## config.mk

```make
export PLATFORM = sky130hd
export DESIGN_NAME = lstm_cell_update
export DESIGN_NICKNAME = d
export VERILOG_FILES = /design/src/rtl/lstm_cell_update.sv
export SDC_FILE = /design/constraint.sdc
export NUM_CORES = 2
export LEC_CHECK = 0
export CORE_AREA = 4 4 313 238
export CTS_CLUSTER_SIZE = 30
export DETAILED_ROUTE_END_ITERATION = 10
export DIE_AREA = 0 0 317 242
export PLACE_DENSITY = 0.6
export SLEW_MARGIN = 40
export SYNTH_ARGS = -nofsm -noshare
export SYNTH_HDL_FRONTEND = slang
export SYNTH_SLANG_ARGS = --single-unit
```

## constraint.sdc

```tcl
create_clock -name clk -period 10.9 [get_ports clk]
set_input_delay 3.27 -clock clk [delete_from_list [all_inputs] [get_ports clk]]
set_output_delay 3.27 -clock clk [all_outputs]
set_load 0.005 [all_outputs]
```

## src/rtl/lstm_cell_update.sv

```systemverilog
// LSTM cell update stage: hard activations, cell-state update and hidden-state output in a 3-stage valid/ready pipeline.
// Define LSTM_CELL_CLIP_EN to clamp the stored cell state to [-CELL_CLIP, +CELL_CLIP].
module lstm_cell_update #(
    parameter int DATA_WIDTH  = 16,
    parameter int FRACT_WIDTH = 8,
    parameter int CELL_CLIP   = 1024
) (
    input  logic                         clk,
    input  logic                         rst_n,
    input  logic                         in_valid,
    output logic                         in_ready,
    input  logic                         seq_start,
    input  logic signed [DATA_WIDTH-1:0] i_pre,
    input  logic signed [DATA_WIDTH-1:0] f_pre,
    input  logic signed [DATA_WIDTH-1:0] g_pre,
    input  logic signed [DATA_WIDTH-1:0] o_pre,
    output logic                         out_valid,
    input  logic                         out_ready,
    output logic signed [DATA_WIDTH-1:0] h_out,
    output logic signed [DATA_WIDTH-1:0] c_out
);

    localparam int DW = DATA_WIDTH;
    localparam int PW = 2 * DATA_WIDTH + 1;

    localparam logic signed [DW-1:0] ONE     = DW'(1) <<< FRACT_WIDTH;
    localparam logic signed [DW-1:0] NEG_ONE = -ONE;
    localparam logic signed [DW-1:0] HALF    = DW'(1) <<< (FRACT_WIDTH - 1);
    localparam logic signed [PW-1:0] SAT_MAX = (PW'(1) <<< (DW - 1)) - PW'(1);
    localparam logic signed [PW-1:0] SAT_MIN = ~SAT_MAX;
    localparam logic signed [DW-1:0] CLIP_HI = DW'(CELL_CLIP);
    localparam logic signed [DW-1:0] CLIP_LO = -CLIP_HI;
`ifdef LSTM_CELL_CLIP_EN
    localparam bit CLIP_EN = 1'b1;
`else
    localparam bit CLIP_EN = 1'b0;
`endif

    // x>>>2 plus one half cannot overflow DW bits, so the clamp works in-width.
    function automatic logic signed [DW-1:0] hard_sig(input logic signed [DW-1:0] x);
        logic signed [DW-1:0] t;
        t = (x >>> 2) + HALF;
        if (t < 0)
            return '0;
        else if (t > ONE)
            return ONE;
        else
            return t;
    endfunction

    function automatic logic signed [DW-1:0] hard_tanh(input logic signed [DW-1:0] x);
        if (x < NEG_ONE)
            return NEG_ONE;
        else if (x > ONE)
            return ONE;
        else
            return x;
    endfunction

    logic                 adv;
    logic                 v1_q, ss1_q, v2_q, out_valid_q;
    logic signed [DW-1:0] i1_q, f1_q, g1_q, o1_q;
    logic signed [DW-1:0] c_state_q, c2_q, o2_q, h_q, c_q;

    assign adv       = ~out_valid_q | out_ready;
    assign in_ready  = adv;
    assign out_valid = out_valid_q;
    assign h_out     = h_q;
    assign c_out     = c_q;

    // Stage 1: registered activations.
    always_ff @(posedge clk or negedge rst_n) begin
        if (!rst_n) begin
            v1_q  <= 1'b0;
            ss1_q <= 1'b0;
            i1_q  <= '0;
            f1_q  <= '0;
            g1_q  <= '0;
            o1_q  <= '0;
        end else if (adv) begin
            // NOTE: sequential state uses non-blocking assignments so every register samples pre-edge values.
            v1_q <= in_valid;
            if (in_valid) begin
                ss1_q <= seq_start;
                i1_q  <= hard_sig(i_pre);
                f1_q  <= hard_sig(f_pre);
                g1_q  <= hard_tanh(g_pre);
                o1_q  <= hard_sig(o_pre);
            end
        end
    end

    logic signed [DW-1:0]   cp, c_sat, c_new_d, h_d;
    logic signed [2*DW-1:0] fc_prod, ig_prod, h_prod;
    logic signed [PW-1:0]   c_sum, c_shift;

    always_comb begin
        // NOTE: every combinational output is assigned on all paths, so no latch is inferred.
        cp      = ss1_q ? '0 : c_state_q;
        fc_prod = (2*DW)'(f1_q) * (2*DW)'(cp);
        ig_prod = (2*DW)'(i1_q) * (2*DW)'(g1_q);
        c_sum   = PW'(fc_prod) + PW'(ig_prod);
        c_shift = c_sum >>> FRACT_WIDTH;
        if (c_shift > SAT_MAX)
            c_sat = SAT_MAX[DW-1:0];
        else if (c_shift < SAT_MIN)
            c_sat = SAT_MIN[DW-1:0];
        else
            c_sat = c_shift[DW-1:0];
        c_new_d = c_sat;
        if (CLIP_EN && (c_sat > CLIP_HI))
            c_new_d = CLIP_HI;
        else if (CLIP_EN && (c_sat < CLIP_LO))
            c_new_d = CLIP_LO;
        h_prod = (2*DW)'(o2_q) * (2*DW)'(hard_tanh(c2_q));
        h_d    = DW'(h_prod >>> FRACT_WIDTH);
    end

    // Stage 2: cell update; c_state closes its feedback loop within one cycle.
    always_ff @(posedge clk or negedge rst_n) begin
        if (!rst_n) begin
            v2_q      <= 1'b0;
            c2_q      <= '0;
            o2_q      <= '0;
            c_state_q <= '0;
        end else if (adv) begin
            v2_q <= v1_q;
            if (v1_q) begin
                c2_q      <= c_new_d;
                o2_q      <= o1_q;
                c_state_q <= c_new_d;
            end
        end
    end

    // Stage 3: output registers, held while the consumer stalls.
    always_ff @(posedge clk or negedge rst_n) begin
        if (!rst_n) begin
            out_valid_q <= 1'b0;
            h_q         <= '0;
            c_q         <= '0;
        end else if (adv) begin
            out_valid_q <= v2_q;
            if (v2_q) begin
                h_q <= h_d;
                c_q <= c2_q;
            end
        end
    end

endmodule

```

Word level (Yosys, flattened, before mapping)
Cells that the tools add are included.

Add/subtract/negate cells: 4. $mul: 3. Divide/modulo/power cells: 0. Magnitude comparators: 12. Equal/unequal tests: 0. Shift operators: 0. Mux-type cells: 13. Bitwise logic cells: 2. Reduce and logical (&&, ||, !) cells: 3.

Operators with widths (count): $mux W16 (13); $mul A16 B16 Y32 (2); $add A14 B9 Y15 const B (3); $gt A15 B10 Y1 const B (3); $lt A15 B1 Y1 const B (3); $add A32 B32 Y33 (1); $gt A16 B10 Y1 const B (2); $lt A16 B9 Y1 const B (2); $gt A25 B16 Y1 const B (1); $lt A25 B16 Y1 const B (1); $mul A16 B16 Y24 (1); $reduce_and A2 Y1 (3); $not A1 Y1 (1); $or A1 B1 Y1 (1).

Register bits after elaboration: 132. Latch bits: 0. Bits in writable memories: 0. Bits in read-only memories: 0. Input bits: 69. Output and inout port bits: 34. Word-level logic and storage cells: 49. Memories kept: 0.

Logic depth before layout (Yosys ltp)
Word-level depth: 6. Depth in mapped cells: 31. Gate-level depth less buffers: 28.

Worst setup path after synthesis
No wires, ideal clock.

Kind: flip-flop to flip-flop. From: reg ss1_q. To: reg c2_q[0]. Library setup time: 0.129 ns. Arrival time: 7.749 ns. Data required time: 10.771 ns. Path slack: 3.022 ns. Stages on the path, launching flop included: 30. Path buffers: 3. Period minus slack after synthesis: 7.878 ns. Cell sequence: dfrtp_1 -> clkbuf_1 -> nor2b_1 -> clkbuf_1 -> nand2_1 -> fa_1 -> fa_1 -> inv_1 -> fa_1 -> inv_1 -> fa_1 -> inv_1 -> fa_1 -> fa_1 -> fa_1 -> inv_1 -> fa_1 -> inv_1 -> ha_1 -> and4_4 -> and3_4 -> a21oi_1 -> a31oi_1 -> o21a_1 -> or3_1 -> a2111oi_2 -> nand4_1 -> o22ai_2 -> buf_6 -> o22ai_1.

Cells in the longest elaborated chain, start to end: 6. Elaborated cells between the ends (all ways): 7. Those cells by class: add/sub: 1; mul: 1; order compare: 2; mux: 3.

RTL lines: start: declaration (line 61) `logic v1_q, ss1_q, v2_q, out_valid_q;`; start signal: assignment (line 84) `ss1_q <= seq_start;`; $mux W16 * (line 99) `cp = ss1_q ? '0 : c_state_q;`; $mul A16 B16 Y32 * (line 100) `fc_prod = (2*DW)'(f1_q) * (2*DW)'(cp);`; $add A32 B32 Y33 * (line 102) `c_sum = PW'(fc_prod) + PW'(ig_prod);`; $lt A25 B16 Y1 (line 106) `else if (c_shift < SAT_MIN)`; $mux W16 (line 106); $mux W16 * (line 104) `if (c_shift > SAT_MAX)`; end signal: assignment (line 129) `c2_q <= c_new_d;`; end: declaration (line 63) `logic signed [DW-1:0] c_state_q, c2_q, o2_q, h_q, c_q;`.

Every way passes the cells marked *; elsewhere a longest branch is shown, timed or not. A chain may end at the register's enable or synchronous reset.

Final worst setup path
From: reg ss1_q. To: reg c2_q[3].

The elaborated chain is that of the path after synthesis.

==> out/summary.txt <==
CLOCK NETWORK
--------------------------------------------------------------------------------
Num Clock Sinks                                                              124
Post-CTS Setup Inserts                                                         0
Number of hold buffers added after cts                                         0
Cells resized by post-CTS repair                                               0
Clk Latency, worst-skew pair                                             0.48 ns
Maximum level of the CTS H-tree                                                4
Maximum count of clock buffers along a single path                             2
CTS tree                                                                     yes
Clock slew at reported path FFs                                          0.07 ns
Clock root buffer                                                   sky130_fd_sc_hd__clkbuf_16
Clock buffer count from CTS                                                   17

CRITICAL PATH
--------------------------------------------------------------------------------
Largest delay share family, worst path                               adder cells
Worst setup EP type                                                         flop
Worst reg2reg path endpoint                                              c2_q[3]
Arrival @ worst endpoint                                                 8.98 ns
Number of cells on the critical path                                          27
Standard cell with the maximum stage delay on the critical path     sky130_fd_sc_hd__dfrtp_2
Maximum fanout along the worst path                                           18
Reg-to-Reg Start                                                           ss1_q
Internal reg-to-reg setup slack                                          2.26 ns
Number of cells on the worst reg-to-reg path                                  27
Type of the worst setup path                                        flop to flop
Most repeated library cell on the critical path                     sky130_fd_sc_hd__fa_1
CP Buf/Inv Count                                                               6
Delay of the slowest critical-path stage                                 0.69 ns
Critical path startpoint category                                           flop
Crit path to                                                             c2_q[3]
Start point of the critical path                                           ss1_q
CP Data Required Time                                                   11.24 ns

TIMING
--------------------------------------------------------------------------------
Setup Viol. Count Final                                                        0
Final critical path time including I/O delays and setup                 8.640 ns
Worst slew margin relative to its limit                                   43.81%
Summed negative setup slack over all endpoints                              0 ns
Maximum clock rate                                                     115.7 MHz
Post-route clock skew                                                 0.01428 ns
RSZ-0062 raised after global routing                                          no
Setup slack after layout                                                2.260 ns
Total count of max-transition violations in the final report                   0
Hold violation count in the final report                                       0
Fraction of the cycle the final worst path needs                          79.26%
Tightest Pin Transition                                                0.8428 ns

FLOORPLANNING
--------------------------------------------------------------------------------
Die extent in x                                                           317 µm
Count of standard-cell rows                                                   85
Core box area                                                        0.07136 mm²
Die span in y                                                             242 µm
Top-level port count                                                         103
Starting Density                                                          38.76%
Die area                                                             0.07671 mm²

SYNTH
--------------------------------------------------------------------------------
Fraction of post-synthesis cell area in the top cell type by area         39.30%
Flip-flop and latch count after synthesis                                    124
Post-synthesis cell type count                                                67
Synthesized net count                                                       3906
Top area cells in the synthesized netlist                           sky130_fd_sc_hd__fa_1 39%, sky130_fd_sc_hd__ha_1 14%, sky130_fd_sc_hd__dfrtp_1 11%
Post-synthesis async set-or-reset flop share                              100.0%
Prevailing post-synth register cell                                 sky130_fd_sc_hd__dfrtp_1
Cell Area, Synth                                                     0.02766 mm²
Cell type with the highest aggregate area in the netlist            sky130_fd_sc_hd__fa_1
Average footprint of a synthesized cell                                9.270 µm²
Post-synth EDFFs                                                               0
Yosys warns                                                                    0
Synthesized netlist cell count                                              2984
Share of synthesized area occupied by flip-flops and latches              11.22%

CELLS AND AREA
--------------------------------------------------------------------------------
Post-layout utilization of the core                                       42.29%
Number of nets in the layout                                                3930
Growth of design area from synthesis to finish                            9.105%
Final design area excluding fillers                                  0.03018 mm²
Proportion of layout cells with a drive suffix above 1                    3.476%

RUN STATUS
--------------------------------------------------------------------------------
Outcome                                                                completed

GLOBAL ROUTING
--------------------------------------------------------------------------------
Global Route Usage Sum                                                    18.44%
Number of global-route vias before repair                                  20110
Initial antenna violation count                                                0
Global-route wire length before repair                                  111.4 mm
Pin count of the biggest net entering global routing                          81
Overflow after GRT                                                             0

PLACE
--------------------------------------------------------------------------------
Worst slack after detailed placement                                    2.354 ns
Area post-placement                                                  0.02962 mm²
Final weighted congestion in routability-driven placement                 0.8416
Hpwl dp                                                                 54.98 mm
Port Buffers                                                                  96

JOB
--------------------------------------------------------------------------------
Max-cap violations                                                             0

POWER
--------------------------------------------------------------------------------
Total leakage power                                                     15.84 nW
Peak ir drop on the vdd network                                        0.1331 mV
Power per unit of standard cell area                                125.0 mW/mm²

ROUTING
--------------------------------------------------------------------------------
Drt first pass iters                                                           5
Antenna-violating nets left                                                    0
Detailed-route vias per instance                                           4.837
Final routed wirelength across all metal layers                         66.79 mm
Vias after detailed routing                                                19250
Number of remaining DRC errors                                                 0
Mean routed wirelength per cell                                         16.79 µm
DRC violation total after the first TritonRoute iteration                   1206

WORST HOLD PATH
--------------------------------------------------------------------------------
Worst min path class                                                flop to flop

cell type report:
type | instances | area, µm²
timing repair buffer | 122 | 1161
antenna | 1 | 2.502
sequential | 124 | 3104
clock buffer | 18 | 429.2
fill | 7116 | 41180
multi-input combinational | 2028 | 21470
tap | 957 | 1197
clock inverter | 14 | 132.6
inverter | 715 | 2684
worst reg2reg max path, stage by stage (launching register included):
cell                        delay, ns
sky130_fd_sc_hd__dfrtp_2         0.69
sky130_fd_sc_hd__nor2b_1         0.09
sky130_fd_sc_hd__buf_4           0.22
sky130_fd_sc_hd__and2_1          0.23
sky130_fd_sc_hd__fa_1            0.51
sky130_fd_sc_hd__fa_1            0.54
sky130_fd_sc_hd__inv_1           0.06
sky130_fd_sc_hd__fa_1            0.55
sky130_fd_sc_hd__inv_1           0.06
sky130_fd_sc_hd__fa_1            0.48
sky130_fd_sc_hd__fa_1            0.57
sky130_fd_sc_hd__fa_1            0.43
sky130_fd_sc_hd__fa_1            0.49
sky130_fd_sc_hd__inv_1           0.05
sky130_fd_sc_hd__fa_1            0.47
sky130_fd_sc_hd__inv_1           0.04
sky130_fd_sc_hd__ha_1            0.34
sky130_fd_sc_hd__a21o_1          0.24
sky130_fd_sc_hd__a31o_2          0.27
sky130_fd_sc_hd__a21oi_1         0.24
sky130_fd_sc_hd__a31oi_1         0.24
sky130_fd_sc_hd__o21a_1          0.28
sky130_fd_sc_hd__or3_1           0.36
sky130_fd_sc_hd__a2111oi_2       0.36
sky130_fd_sc_hd__nand4_1         0.16
sky130_fd_sc_hd__o22ai_2         0.12
sky130_fd_sc_hd__buf_4           0.28
sky130_fd_sc_hd__o22ai_1         0.14
synth_stat cells (2+ instances only):
library cell and number:
sky130_fd_sc_hd__fa_1 543, sky130_fd_sc_hd__o21a_1 5, sky130_fd_sc_hd__nor3_1 17, sky130_fd_sc_hd__o21ai_0 54, sky130_fd_sc_hd__clkbuf_1 112, sky130_fd_sc_hd__mux2_2 17
sky130_fd_sc_hd__ha_1 310, sky130_fd_sc_hd__nand2b_1 17, sky130_fd_sc_hd__o31ai_1 5, sky130_fd_sc_hd__xor2_1 20, sky130_fd_sc_hd__a21oi_1 35, sky130_fd_sc_hd__and4_1 2
sky130_fd_sc_hd__buf_1 3, sky130_fd_sc_hd__or4_1 3, sky130_fd_sc_hd__o211ai_1 6, sky130_fd_sc_hd__o22ai_1 16, sky130_fd_sc_hd__nand2_1 343, sky130_fd_sc_hd__and3_1 7
sky130_fd_sc_hd__a211oi_1 8, sky130_fd_sc_hd__a22o_1 29, sky130_fd_sc_hd__and2_0 2, sky130_fd_sc_hd__a21o_1 19, sky130_fd_sc_hd__o2111ai_1 2, sky130_fd_sc_hd__nor2_1 61
sky130_fd_sc_hd__or3_1 3, sky130_fd_sc_hd__or2_2 3, sky130_fd_sc_hd__nor4b_1 3, sky130_fd_sc_hd__a31oi_1 8, sky130_fd_sc_hd__dfrtp_1 124, sky130_fd_sc_hd__inv_1 714
sky130_fd_sc_hd__and2_1 360, sky130_fd_sc_hd__xnor2_1 34, sky130_fd_sc_hd__nor4_1 9, sky130_fd_sc_hd__nor2b_1 26, sky130_fd_sc_hd__nand3_1 21, sky130_fd_sc_hd__nand4_1 11
sky130_fd_sc_hd__nand4b_1 2
layer usage:
layer | GRT usage, % | wire, µm
met4 | 4.296 | 1189
met1 | 28.21 | 32820
met5 | 0 | 0
met2 | 27.58 | 29340
met3 | 2.540 | 3440
how the worst min path moves through the flow:
stage                     startpoint       end  slack [ns]  depth (start not counted)
after floorplan             o1_q[10]  o2_q[10]        0.43                          2
after CTS                   o1_q[11]  o2_q[11]        0.47                          2
final                        o1_q[8]   o2_q[8]        0.46                          2
after global placement      o1_q[11]  o2_q[11]        0.44                          2
after global routing        o1_q[11]  o2_q[11]        0.49                          2
after detailed placement    o1_q[12]  o2_q[12]        0.45                          2
state kept, by name, indices dropped and copies added (netlist names):
name	count
c2_q	16
c_out	16
g1_q	16
h_out	16
f1_q	14
i1_q	14
o1_q	14
o2_q	14
out_valid	1
ss1_q	1
v1_q	1
v2_q	1
report_power, final:
group	internal (mW)	total, mW	switching (mW)	leakage, nW
Combinational	1.03	2.49	1.47	14.0
Clock	0.317	0.580	0.263	0.274
Sequential	0.547	0.698	0.152	1.57
Total	1.89	3.77	1.88	15.8
through the flow:
step	hold WS (ns)	instances	power, mW
CTS	0.4696	3978	3.788
finish	0.4637	3979	3.772
global placement	0.4445	3946	3.170
detailed placement	0.4481	3946	3.189
floorplan	0.4304	2984	2.412
global route	0.4880	3978	4.185
layout by cell type (no fill, tap or decap), types with 5 or more instances in the layout:
cell | netlist | final
sky130_fd_sc_hd__nor2_1 | 61 | 60
sky130_fd_sc_hd__inv_6 | 0 | 5
sky130_fd_sc_hd__clkdlybuf4s50_1 | 0 | 95
sky130_fd_sc_hd__a21oi_1 | 35 | 35
sky130_fd_sc_hd__a211oi_1 | 8 | 5
sky130_fd_sc_hd__nand4_1 | 11 | 11
sky130_fd_sc_hd__o21ai_0 | 54 | 54
sky130_fd_sc_hd__nor2b_2 | 0 | 6
sky130_fd_sc_hd__o22ai_1 | 16 | 16
sky130_fd_sc_hd__a31oi_1 | 8 | 8
sky130_fd_sc_hd__nor4_1 | 9 | 9
sky130_fd_sc_hd__a21o_1 | 19 | 19
sky130_fd_sc_hd__a22o_1 | 29 | 29
sky130_fd_sc_hd__xor2_1 | 20 | 20
sky130_fd_sc_hd__clkbuf_16 | 0 | 17
sky130_fd_sc_hd__mux2_2 | 17 | 17
sky130_fd_sc_hd__ha_1 | 310 | 310
sky130_fd_sc_hd__nand3_1 | 21 | 21
sky130_fd_sc_hd__and2_1 | 360 | 360
sky130_fd_sc_hd__inv_1 | 714 | 714
sky130_fd_sc_hd__o21a_1 | 5 | 5
sky130_fd_sc_hd__nand2_1 | 343 | 341
sky130_fd_sc_hd__o211ai_1 | 6 | 6
sky130_fd_sc_hd__buf_4 | 1 | 26
sky130_fd_sc_hd__nor2b_1 | 26 | 20
sky130_fd_sc_hd__nand2b_1 | 17 | 16
sky130_fd_sc_hd__nor3_1 | 17 | 17
sky130_fd_sc_hd__fa_1 | 543 | 543
sky130_fd_sc_hd__xnor2_1 | 34 | 34
sky130_fd_sc_hd__dfrtp_1 | 124 | 123
sky130_fd_sc_hd__o31ai_1 | 5 | 5
sky130_fd_sc_hd__and3_1 | 7 | 7
cell families after synthesis:
group,share of synthesized area [%]
xor gates and xnor gates,1.710
AOI/OAI and AO/OA,5.152
and+or+nand+nor,16.58
muxes,0.6920
DFF,11.22
buffers and inverters,11.33
adders and majority gates,53.32
(Power assumes the default switching activity.)
